==> src/rtl/lamp_fpu_cmp_issue_pkg.sv <==
// ---------------------------------------------------------------------------
// lampFPU_pkg
// Shared definitions for the bfloat16 compare issue/retire front-end:
//   - field widths of the packed bfloat16 format (sign / exponent / fraction)
//   - cmpOpcode_t      : compare opcode encoding (EQ, LT, LE, ILL)
//   - cmpIssueState_t  : state encoding of the issue/retire sequencer
// ---------------------------------------------------------------------------
package lampFPU_pkg;

  localparam int LAMP_FLOAT_S_DW = 1;
  localparam int LAMP_FLOAT_E_DW = 8;
  localparam int LAMP_FLOAT_F_DW = 7;
  localparam int LAMP_FLOAT_DW   = LAMP_FLOAT_S_DW + LAMP_FLOAT_E_DW + LAMP_FLOAT_F_DW;

  typedef enum logic [1:0] {
    CMP_EQ  = 2'b00,
    CMP_LT  = 2'b01,
    CMP_LE  = 2'b10,
    CMP_ILL = 2'b11
  } cmpOpcode_t;

  typedef enum logic [1:0] {
    CMP_ST_IDLE  = 2'b00,
    CMP_ST_ISSUE = 2'b01,
    CMP_ST_WAIT  = 2'b10,
    CMP_ST_RESP  = 2'b11
  } cmpIssueState_t;

endpackage

==> src/rtl/lamp_fpu_cmp_classify.sv <==
// ---------------------------------------------------------------------------
// lamp_fpu_cmp_classify
// Combinational unpack and classification of one raw bfloat16 operand.
// Build option: LAMP_FPU_DENORM_FLUSH_EN -- when defined, a denormal
// (E==0, F!=0) is reported as zero with its fraction forced to 0 and its
// sign kept; when undefined, denormals pass through with isZer=0.
// Ports:
//   op       in  16  raw operand
//   opSign   out  1  sign bit
//   opExp    out  8  biased exponent
//   opFract  out  7  fraction (zeroed for flushed denormals)
//   isZer    out  1  operand is +/-0 (or a flushed denormal)
//   isSNaN   out  1  signalling NaN (quiet bit F[6] clear)
//   isQNaN   out  1  quiet NaN (quiet bit F[6] set)
// ---------------------------------------------------------------------------
module lamp_fpu_cmp_classify
  import lampFPU_pkg::*;
(
  input  logic [LAMP_FLOAT_DW-1:0]   op,
  output logic                       opSign,
  output logic [LAMP_FLOAT_E_DW-1:0] opExp,
  output logic [LAMP_FLOAT_F_DW-1:0] opFract,
  output logic                       isZer,
  output logic                       isSNaN,
  output logic                       isQNaN
);

  logic [LAMP_FLOAT_E_DW-1:0] rawExp_s;
  logic [LAMP_FLOAT_F_DW-1:0] rawFract_s;
  logic                       expZero_s;
  logic                       expOnes_s;
  logic                       fractZero_s;
  logic                       isNaN_s;

  // Split the operand into fields and derive the class flags.
  always_comb begin
    rawExp_s    = op[LAMP_FLOAT_DW-2 -: LAMP_FLOAT_E_DW];
    rawFract_s  = op[LAMP_FLOAT_F_DW-1:0];
    expZero_s   = (rawExp_s == 8'h00);
    expOnes_s   = (rawExp_s == 8'hFF);
    fractZero_s = (rawFract_s == 7'h00);
    isNaN_s     = expOnes_s & ~fractZero_s;

    opSign = op[LAMP_FLOAT_DW-1];
    opExp  = rawExp_s;
    // F[6] is the quiet bit of a bfloat16 NaN.
    isQNaN = isNaN_s & rawFract_s[LAMP_FLOAT_F_DW-1];
    isSNaN = isNaN_s & ~rawFract_s[LAMP_FLOAT_F_DW-1];
`ifdef LAMP_FPU_DENORM_FLUSH_EN
    // Any E==0 operand behaves as zero; its fraction is dropped.
    if (expZero_s) begin
      opFract = 7'h00;
      isZer   = 1'b1;
    end else begin
      opFract = rawFract_s;
      isZer   = 1'b0;
    end
`else
    opFract = rawFract_s;
    isZer   = expZero_s & fractZero_s;
`endif
  end

endmodule

==> src/rtl/lamp_fpu_cmp_issue.sv <==
// ---------------------------------------------------------------------------
// lamp_fpu_cmp_issue
// Issue/retire front-end for the bfloat16 compare unit. Accepts one compare
// request at a time, drives a single-cycle do* strobe with registered
// operand fields and classes, waits (bounded by TIMEOUT_CYC) for the
// compare unit's result and returns it over a valid/ready handshake. Keeps
// a sticky invalid-operation flag.
// Build option: LAMP_FPU_DENORM_FLUSH_EN (see lamp_fpu_cmp_classify).
// Parameter: TIMEOUT_CYC (2..15) -- WAIT cycles before a timeout response.
// Ports:
//   clk, rst                       clock, synchronous active-high reset
//   req_valid_i / req_ready_o      request handshake (ready only in IDLE)
//   opcode_i [1:0]                 00 EQ, 01 LT, 10 LE, 11 illegal
//   opA_i, opB_i [15:0]            raw bfloat16 operands
//   doEq_o, doLt_o, doLe_o         one-cycle strobes to the compare unit
//   opA*/opB* Sign/Exp/Fract       registered unpacked operand fields
//   isA*/isB* Zer/SNaN/QNaN        registered operand classes
//   cmp_i, isCmpValid_i,
//   isCmpInvalid_i                 compare-unit result
//   res_valid_o / res_ready_i      response handshake
//   res_o, resInvalid_o,
//   resIllegal_o, resTimeout_o     per-op result and status
//   flagNV_o / flagClr_i           sticky NV flag and its clear
// ---------------------------------------------------------------------------
module lamp_fpu_cmp_issue
  import lampFPU_pkg::*;
#(
  parameter int unsigned TIMEOUT_CYC = 8
) (
  input  logic                       clk,
  input  logic                       rst,
  input  logic                       req_valid_i,
  output logic                       req_ready_o,
  input  logic [1:0]                 opcode_i,
  input  logic [LAMP_FLOAT_DW-1:0]   opA_i,
  input  logic [LAMP_FLOAT_DW-1:0]   opB_i,
  output logic                       doEq_o,
  output logic                       doLt_o,
  output logic                       doLe_o,
  output logic                       opASign_o,
  output logic [LAMP_FLOAT_E_DW-1:0] opAExp_o,
  output logic [LAMP_FLOAT_F_DW-1:0] opAFract_o,
  output logic                       opBSign_o,
  output logic [LAMP_FLOAT_E_DW-1:0] opBExp_o,
  output logic [LAMP_FLOAT_F_DW-1:0] opBFract_o,
  output logic                       isAZer_o,
  output logic                       isASNaN_o,
  output logic                       isAQNaN_o,
  output logic                       isBZer_o,
  output logic                       isBSNaN_o,
  output logic                       isBQNaN_o,
  input  logic                       cmp_i,
  input  logic                       isCmpValid_i,
  input  logic                       isCmpInvalid_i,
  output logic                       res_valid_o,
  input  logic                       res_ready_i,
  output logic                       res_o,
  output logic                       resInvalid_o,
  output logic                       resIllegal_o,
  output logic                       resTimeout_o,
  output logic                       flagNV_o,
  input  logic                       flagClr_i
);

  localparam logic [1:0] S_IDLE  = CMP_ST_IDLE;
  localparam logic [1:0] S_ISSUE = CMP_ST_ISSUE;
  localparam logic [1:0] S_WAIT  = CMP_ST_WAIT;
  localparam logic [1:0] S_RESP  = CMP_ST_RESP;

  // Counter value of the last WAIT cycle before a timeout is declared.
  localparam logic [3:0] WAIT_LAST = 4'(TIMEOUT_CYC - 1);

  logic [1:0] state_r;
  logic [1:0] nextState_s;
  logic [3:0] waitCnt_r;
  logic       accept_s;
  logic       handshake_s;
  logic       legalOp_s;
  logic       timeoutHit_s;

  // Combinational classification of the raw inputs, registered on accept.
  logic                       aSign_s, bSign_s;
  logic [LAMP_FLOAT_E_DW-1:0] aExp_s, bExp_s;
  logic [LAMP_FLOAT_F_DW-1:0] aFract_s, bFract_s;
  logic                       aZer_s, aSNaN_s, aQNaN_s;
  logic                       bZer_s, bSNaN_s, bQNaN_s;

  // Output registers.
  logic                       reqReady_r;
  logic                       doEq_r, doLt_r, doLe_r;
  logic                       aSign_r, bSign_r;
  logic [LAMP_FLOAT_E_DW-1:0] aExp_r, bExp_r;
  logic [LAMP_FLOAT_F_DW-1:0] aFract_r, bFract_r;
  logic                       aZer_r, aSNaN_r, aQNaN_r;
  logic                       bZer_r, bSNaN_r, bQNaN_r;
  logic                       resValid_r, res_r, resInvalid_r, resIllegal_r, resTimeout_r;
  logic                       flagNV_r;

  lamp_fpu_cmp_classify uClassA (
    .op      (opA_i),
    .opSign  (aSign_s),
    .opExp   (aExp_s),
    .opFract (aFract_s),
    .isZer   (aZer_s),
    .isSNaN  (aSNaN_s),
    .isQNaN  (aQNaN_s)
  );

  lamp_fpu_cmp_classify uClassB (
    .op      (opB_i),
    .opSign  (bSign_s),
    .opExp   (bExp_s),
    .opFract (bFract_s),
    .isZer   (bZer_s),
    .isSNaN  (bSNaN_s),
    .isQNaN  (bQNaN_s)
  );

  // Handshake and timeout qualifiers.
  always_comb begin
    // reqReady_r stays low for the first IDLE cycle after reset.
    accept_s     = (state_r == S_IDLE) & reqReady_r & req_valid_i;
    handshake_s  = (state_r == S_RESP) & res_ready_i;
    legalOp_s    = (opcode_i != CMP_ILL);
    timeoutHit_s = (waitCnt_r >= WAIT_LAST);
  end

  // Next-state selection of the issue/retire sequence.
  always_comb begin
    nextState_s = state_r;
    case (state_r)
      S_IDLE: begin
        if (accept_s) begin
          if (legalOp_s) begin
            nextState_s = S_ISSUE;
          end else begin
            nextState_s = S_RESP;
          end
        end else begin
          nextState_s = S_IDLE;
        end
      end
      S_ISSUE: nextState_s = S_WAIT;
      S_WAIT: begin
        if (isCmpValid_i || timeoutHit_s) begin
          nextState_s = S_RESP;
        end else begin
          nextState_s = S_WAIT;
        end
      end
      S_RESP: begin
        if (res_ready_i) begin
          nextState_s = S_IDLE;
        end else begin
          nextState_s = S_RESP;
        end
      end
      default: nextState_s = S_IDLE;
    endcase
  end

  // State register and registered request-ready.
  always_ff @(posedge clk) begin
    if (rst) begin
      state_r    <= S_IDLE;
      reqReady_r <= 1'b0;
    end else begin
      state_r    <= nextState_s;
      reqReady_r <= (nextState_s == S_IDLE);
    end
  end

  // One-cycle compare strobe, decoded from the opcode at acceptance.
  always_ff @(posedge clk) begin
    if (rst) begin
      doEq_r <= 1'b0;
      doLt_r <= 1'b0;
      doLe_r <= 1'b0;
    end else if (accept_s) begin
      doEq_r <= (opcode_i == CMP_EQ);
      doLt_r <= (opcode_i == CMP_LT);
      doLe_r <= (opcode_i == CMP_LE);
    end else begin
      doEq_r <= 1'b0;
      doLt_r <= 1'b0;
      doLe_r <= 1'b0;
    end
  end

  // Operand fields and classes, latched on acceptance and held afterwards.
  always_ff @(posedge clk) begin
    if (rst) begin
      aSign_r  <= 1'b0;
      aExp_r   <= 8'h00;
      aFract_r <= 7'h00;
      aZer_r   <= 1'b0;
      aSNaN_r  <= 1'b0;
      aQNaN_r  <= 1'b0;
      bSign_r  <= 1'b0;
      bExp_r   <= 8'h00;
      bFract_r <= 7'h00;
      bZer_r   <= 1'b0;
      bSNaN_r  <= 1'b0;
      bQNaN_r  <= 1'b0;
    end else if (accept_s) begin
      aSign_r  <= aSign_s;
      aExp_r   <= aExp_s;
      aFract_r <= aFract_s;
      aZer_r   <= aZer_s;
      aSNaN_r  <= aSNaN_s;
      aQNaN_r  <= aQNaN_s;
      bSign_r  <= bSign_s;
      bExp_r   <= bExp_s;
      bFract_r <= bFract_s;
      bZer_r   <= bZer_s;
      bSNaN_r  <= bSNaN_s;
      bQNaN_r  <= bQNaN_s;
    end
  end

  // WAIT-cycle counter: cleared outside WAIT, saturating inside it.
  always_ff @(posedge clk) begin
    if (rst) begin
      waitCnt_r <= 4'd0;
    end else if (state_r != S_WAIT) begin
      waitCnt_r <= 4'd0;
    end else if (waitCnt_r != 4'hF) begin
      waitCnt_r <= waitCnt_r + 4'd1;
    end
  end

  // Response capture: illegal opcode, compare result or timeout.
  always_ff @(posedge clk) begin
    if (rst) begin
      resValid_r   <= 1'b0;
      res_r        <= 1'b0;
      resInvalid_r <= 1'b0;
      resIllegal_r <= 1'b0;
      resTimeout_r <= 1'b0;
    end else begin
      case (state_r)
        S_IDLE: begin
          if (accept_s) begin
            resValid_r   <= ~legalOp_s;
            res_r        <= 1'b0;
            resInvalid_r <= 1'b0;
            resIllegal_r <= ~legalOp_s;
            resTimeout_r <= 1'b0;
          end
        end
        S_WAIT: begin
          // A result arriving in the last WAIT cycle beats the timeout.
          if (isCmpValid_i) begin
            resValid_r   <= 1'b1;
            res_r        <= cmp_i;
            resInvalid_r <= isCmpInvalid_i;
          end else if (timeoutHit_s) begin
            resValid_r   <= 1'b1;
            res_r        <= 1'b0;
            resTimeout_r <= 1'b1;
          end
        end
        S_RESP: begin
          if (res_ready_i) begin
            resValid_r <= 1'b0;
          end
        end
        default: begin
          resValid_r <= resValid_r;
        end
      endcase
    end
  end

  // Sticky NV flag; a set on the handshake wins over a simultaneous clear.
  always_ff @(posedge clk) begin
    if (rst) begin
      flagNV_r <= 1'b0;
    end else if (handshake_s && resInvalid_r) begin
      flagNV_r <= 1'b1;
    end else if (flagClr_i) begin
      flagNV_r <= 1'b0;
    end
  end

  assign req_ready_o  = reqReady_r;
  assign doEq_o       = doEq_r;
  assign doLt_o       = doLt_r;
  assign doLe_o       = doLe_r;
  assign opASign_o    = aSign_r;
  assign opAExp_o     = aExp_r;
  assign opAFract_o   = aFract_r;
  assign opBSign_o    = bSign_r;
  assign opBExp_o     = bExp_r;
  assign opBFract_o   = bFract_r;
  assign isAZer_o     = aZer_r;
  assign isASNaN_o    = aSNaN_r;
  assign isAQNaN_o    = aQNaN_r;
  assign isBZer_o     = bZer_r;
  assign isBSNaN_o    = bSNaN_r;
  assign isBQNaN_o    = bQNaN_r;
  assign res_valid_o  = resValid_r;
  assign res_o        = res_r;
  assign resInvalid_o = resInvalid_r;
  assign resIllegal_o = resIllegal_r;
  assign resTimeout_o = resTimeout_r;
  assign flagNV_o     = flagNV_r;

endmodule

==> config.mk <==
export PLATFORM = sky130hd
export DESIGN_NAME = lamp_fpu_cmp_issue
export DESIGN_NICKNAME = d
export VERILOG_FILES = /design/src/rtl/lamp_fpu_cmp_issue_pkg.sv /design/src/rtl/lamp_fpu_cmp_classify.sv /design/src/rtl/lamp_fpu_cmp_issue.sv
export SDC_FILE = /design/constraint.sdc
export NUM_CORES = 1
export LEC_CHECK = 0
export BUFFER_PORTS_ARGS = -buffer_cell sky130_fd_sc_hd__buf_2
export CAP_MARGIN = 30
export CORE_MARGIN = 2
export CORE_UTILIZATION = 49
export CTS_BUF_LIST = sky130_fd_sc_hd__clkbuf_8
export DETAILED_ROUTE_END_ITERATION = 6
export GPL_TIMING_DRIVEN = 0
export PLACE_DENSITY = 0.82
export SLEW_MARGIN = 25
export SYNTH_ARGS = -nofsm -noshare
export SYNTH_HDL_FRONTEND = slang
export SYNTH_SLANG_ARGS = --single-unit
==> constraint.sdc <==
create_clock -name clk -period 1.58 [get_ports clk]
set_input_delay 0.237 -clock clk [delete_from_list [all_inputs] [get_ports clk]]
set_output_delay 0.237 -clock clk [all_outputs]
set_load 0.005 [all_outputs]
After elaboration in Yosys (flattened, before gate mapping):

Index checks and enable logic that the tools add are counted.

* input port bits: 42
* flip-flop bits (word level): 54
* logic and storage cells: 98
* output and inout bits: 48

* multiplexer cells: 20
* bitwise gates (word level): 17
* $add $sub $neg: 1
* eq/ne operators: 16
* magnitude comparators: 1
* reductions and logical operators: 19

Operators by type and width (count)
* $eq 8x8->1 const B: 2
* $logic_not 8->1: 2
* $logic_not 7->1: 2
* $ne 2x2->1 const B: 7
* $mux 1: 12
* $and 1x1->1: 11
* $pmux 2 s4: 1
* $reduce_and 4->1: 2
* $eq 2x2->1 const B: 3
* $logic_not 2->1: 3
* $mux 2: 3
* $not 1->1: 6
* $pmux 1 s2: 3
* $reduce_and 3->1: 2
* $add 4x1->4 const B: 1
* $eq 2x1->1 const B: 2
* $ge 4x3->1 const B: 1
* $ne 4x4->1 const B: 1
* $reduce_bool 2->1: 2
* $reduce_or 2->1: 2
* $ne 3x3->1 const B: 1
* $pmux 1 s3: 1
* $reduce_bool 3->1: 1
* $reduce_and 2->1: 1
* other kinds (2): 2

Longest topological paths before layout:

* word-level depth: 6
* mapped depth: 5
* mapped depth without buffers: 4

Cells and area by module:

Synthesis repeated with hierarchy kept, for this count alone.

* cell total of the unflattened synthesis: 297
* area, all modules: 2469.9 um^2

Modules (own cells, without submodules)
* lamp_fpu_cmp_issue: times used 1, cells each 245, area an instance 2097.0 um^2, seq. area each 1081.0 um^2
* lamp_fpu_cmp_classify: times used 2, cells each 26, area an instance 186.4 um^2, seq. area each 0.0 um^2

Least setup slack after synthesis:

OpenSTA, ideal clock, no wires.

* path kind: reg-to-reg
* start point: register waitCnt_r[0]
* end point: register res_r (netlist: res_o)
* required time: 1522 ps
* setup time: 58 ps
* setup slack: 319 ps
* clock period less this slack: 1261 ps
* buffers on the path: 0
* arrival time: 1203 ps
* cell stages (with the launch flop): 5
* cells stage by stage: dfxtp_1 -> ha_1 -> a211o_1 -> a21oi_1 -> a31o_2

* longest elaborated chain between the ends: 3

Ends and longest elaborated chain
* from (decl): line lamp_fpu_cmp_issue.sv:75 `logic [3:0] waitCnt_r;`
* from (signal assigned): line lamp_fpu_cmp_issue.sv:228 `waitCnt_r <= waitCnt_r + 4'd1;`
* $ge 4x3->1: line lamp_fpu_cmp_issue.sv:125 `timeoutHit_s = (waitCnt_r >= WAIT_LAST);`
* $ne 3x3->1 (no source line)
* $reduce_and 3->1 (no source line)
* to (signal assigned): line lamp_fpu_cmp_issue.sv:255 `res_r <= cmp_i;`
* to (decl): line lamp_fpu_cmp_issue.sv:96 `logic resValid_r, res_r, resInvalid_r, resIllegal_r, resTimeout_r;`

No other way between the ends.
A chain may end at the register's enable or synchronous reset.

Worst setup path after layout:

* start point: register state_r[0]
* end point: register aZer_r (netlist: isAZer_o)

* longest elaborated chain between the ends: 3

Ends and longest elaborated chain
* from (decl): line lamp_fpu_cmp_issue.sv:73 `logic [1:0] state_r;`
* from (signal assigned): line lamp_fpu_cmp_issue.sv:168 `state_r <= nextState_s;`
* $logic_not 2->1: line lamp_fpu_cmp_issue.sv:122 `accept_s = (state_r == S_IDLE) & reqReady_r & req_valid_i;`
* $and 1x1->1 (2 in a row): line lamp_fpu_cmp_issue.sv:122
* to (signal assigned): line lamp_fpu_cmp_issue.sv:209 `aZer_r <= aZer_s;`
* to (decl): line lamp_fpu_cmp_issue.sv:94 `logic aZer_r, aSNaN_r, aQNaN_r;`

No other way between the ends.

==> results.md <==
- Status: finished, final reports clean
- Fill cells: 387
- Worst Skew: between 0.006 and 0.007 ns
- Critical path required time: 1.79 ns
- Post-Syn Nets: 289
- Max rail drop VDD: 0.000625 V
- CTS clk-pin slew, worst paths: around 0.090 ns
- GRT overflow: 0
- Synth area leaders: dfxtp_1 52%, nand2_1 13%, a21oi_1 10%
- RSZ-0062 raised after global routing: false
- CTS resizes: 0
- Slew @ Worst Pin: ~0.55 ns
- Metal2 WL: 2.56 mm
- CTS H-Tree Depth: 2
- Routability Congestion: just under 0.8
- Die footprint: about 4800 µm²
- Average size of a mapped cell: 8.41 µm²
- TritonCTS Buffers: 5
- Register area share after synthesis: 0.522
- Post-DRT Antenna Nets: 0
- Pin count of the biggest net entering global routing: 15
- Clock latency on the worst-skew pair: 0.30 ns
- Final wirelength: 5.12 mm
- Max incr delay on CP: between 0.3 and 0.4 ns
- WS Path Type: register to register
- Layout cells sized above 1: 0.318
- Warnings, synthesis: 0
- Mapped Cells: 246
- Starting Density: 0.514
- Most common cell after layout, fill and taps aside: buf_2
- Final worst-path cycle share: 0.871
- Hold crit path type: input pin to register
- Max Cap Viol: 0
- CTS Sinks: 54
- Synthesized area: a little over 2000 µm²
- Worst path arrival time: between 1.5 and 2 ns
- Setup-failing EPs final: 0
- Total GRT Usage: 0.232
- CTS Root Cell: clkbuf_8
- TritonCTS clock tree: done
- Startpoint Class: register
- Std-Cell Rows: 23
- Nets: approximately 380
- Drt drc: 0
- Area of the multi-input gates: 902 µm²
- Library cells used by synthesis: 36
- WL per Instance: 13.1 µm
- First-pass GRT wire length: between 8 and 9 mm
- Slowest stage cell, crit path: dfxtp_1
- Crit Path Max Fanout: 10
- Critical-path cell list: and4bb_2 -> buf_4 -> nand2_4 -> o41ai_2
- Setup Buffers After CTS: 0
- Clock Tree Buf Depth: 2
- Final min period: 1.38 ns
- Slew Limit Fails: 0
- Die W: 69.0 µm
- WL met3: 292 µm
- Max-slew headroom: 0.631
- Initial antenna violation count: 0
- ANT cells: 0
- Vias in the first global route: 1826
- P per Cell Area: 986 nW/µm²
- Pleak: 0.00118 µW
- Vias per cell: 5.23
- Area added between synthesis and finish: 28.3%
- IO Port Bufs: 88
- Register Area: 1080 µm²
- Leading area contributor after synthesis: dfxtp_1
- Top Metal Used: met4
- Hold Fails Final Rpt: 0
- Most frequent cells in the layout: 94 x buf_2, 70 x nand2_1, 54 x dfxtp_1, 42 x a21oi_1, 10 x nand3_1
- Post-synth top area share: 0.522
- Vias: 2038
- Hold Slack: 0.125 ns
- # IOs: 90
- #FFs+latches synth: 54
- Hold-fix buffers, CTS: 0
- Met1 Wirelength: 2.22 mm
- Die Y: 69.0 µm
- DP Wirelength: about 3.9 mm
- Fin Setup TNS: 0 ns
- Total core area: slightly above 4000 µm²
- CP endpoint kind: register
- DR pass1 iterations: 4
- F_max: around 0.73 GHz
- Initial drt markers: between 80 and 90
[cell type report]
| cell class | count | share of cell area |
|---|---|---|
| inverters | 2 | 0.00283 |
| plain buffers | 15 | 0.0297 |
| multi-input cells | 175 | 0.340 |
| clock buffers | 6 | 0.0311 |
| flip-flops and latches | 54 | 0.407 |
| well taps | 50 | 0.0236 |
| repair buffers | 88 | 0.166 |
[metal layers]
layer | vias to the layer above | GRT usage
li1 | 1043 | -
met1 | 935 | 0.284
met2 | 55 | 0.400
met3 | 5 | 0.0503
met4 | 0 | 0.0784
met5 | - | 0
[cells by family (layout without fill, tap and decap cells)]
logic type      Yosys count  in the layout  synth area share
mux                       1              1           0.00484
fa+ha+maj                 1              1           0.00604
xor+xnor                  1              1           0.00423
simple gates            116            116             0.265
compound gates           56             56             0.156
flops                    54             54             0.522
buf+inv                  17            111            0.0417
[flip-flops by register name, indices dropped and copies added, names as in the netlist, 2 cells and up]
signal / count
opAExp_o: 8
opBExp_o: 8
opAFract_o: 7
opBFract_o: 7
waitCnt_r: 4
state_r: 2
[cells in the mapped netlist]
cell       number
nand3_1        10
o41ai_2         1
mux2i_1         1
a211o_1         2
nor4_1          5
a31o_2          1
or4_1           1
nand2_4         1
o21bai_1        1
o211ai_1        2
nor2_1          6
nor3_1          3
and4_1          3
nand4bb_1       1
and3_1          2
nand3b_1        1
buf_2           6
a211oi_1        1
o22ai_1         1
buf_4           4
and4bb_2        1
nor3b_1         2
dfxtp_1        54
a31oi_1         1
nand2b_1        1
or3_1           3
o21ai_0         2
o41ai_1         2
nand4_1         4
a21oi_1        42
nor2b_1         2
nand2_1        70
inv_1           2
ha_1            1
xnor2_1         1
clkbuf_1        5
[worst max-delay path, delay by kind of cell (launching register included)]
| kind | cells | cell delay [ns] |
|---|---|---|
| simple gates | 2 | 0.41 |
| flops | 1 | 0.37 |
| compound gates | 1 | 0.33 |
| buf+inv | 1 | 0.19 |
[through the flow]
stage / std cells / setup WS (ns) / total power (µW) / area, µm² / utilization
after floorplan: 246 / 0.319 / 1720 / 2070 / -
after global placement: 384 / 0.201 / 1890 / 2570 / 0.639
after detailed placement: 384 / 0.222 / 1900 / 2570 / 0.639
after CTS: 390 / 0.202 / 2640 / 2660 / 0.659
after global routing: 390 / 0.129 / 2740 / 2660 / 0.659
final: 390 / 0.203 / 2620 / 2660 / 0.659
[power breakdown]
group | switching, µW | internal [µW] | total, µW
logic | 222 | 172 | 394
clock network | 413 | 339 | 752
registers | 40.8 | 1430 | 1470
total | 676 | 1940 | 2620
[worst paths after layout]
check                 from       endpoint  slack, ns  cells past startpoint
max             state_r[0]       isAZer_o       0.20                      4
min            opcode_i[0]         doEq_o       0.13                      2
max reg2reg     state_r[0]       isAZer_o       0.20                      4
min reg2reg  opAFract_o[4]  opAFract_o[4]       0.45                      2
Power figures use the tool's default switching activity.
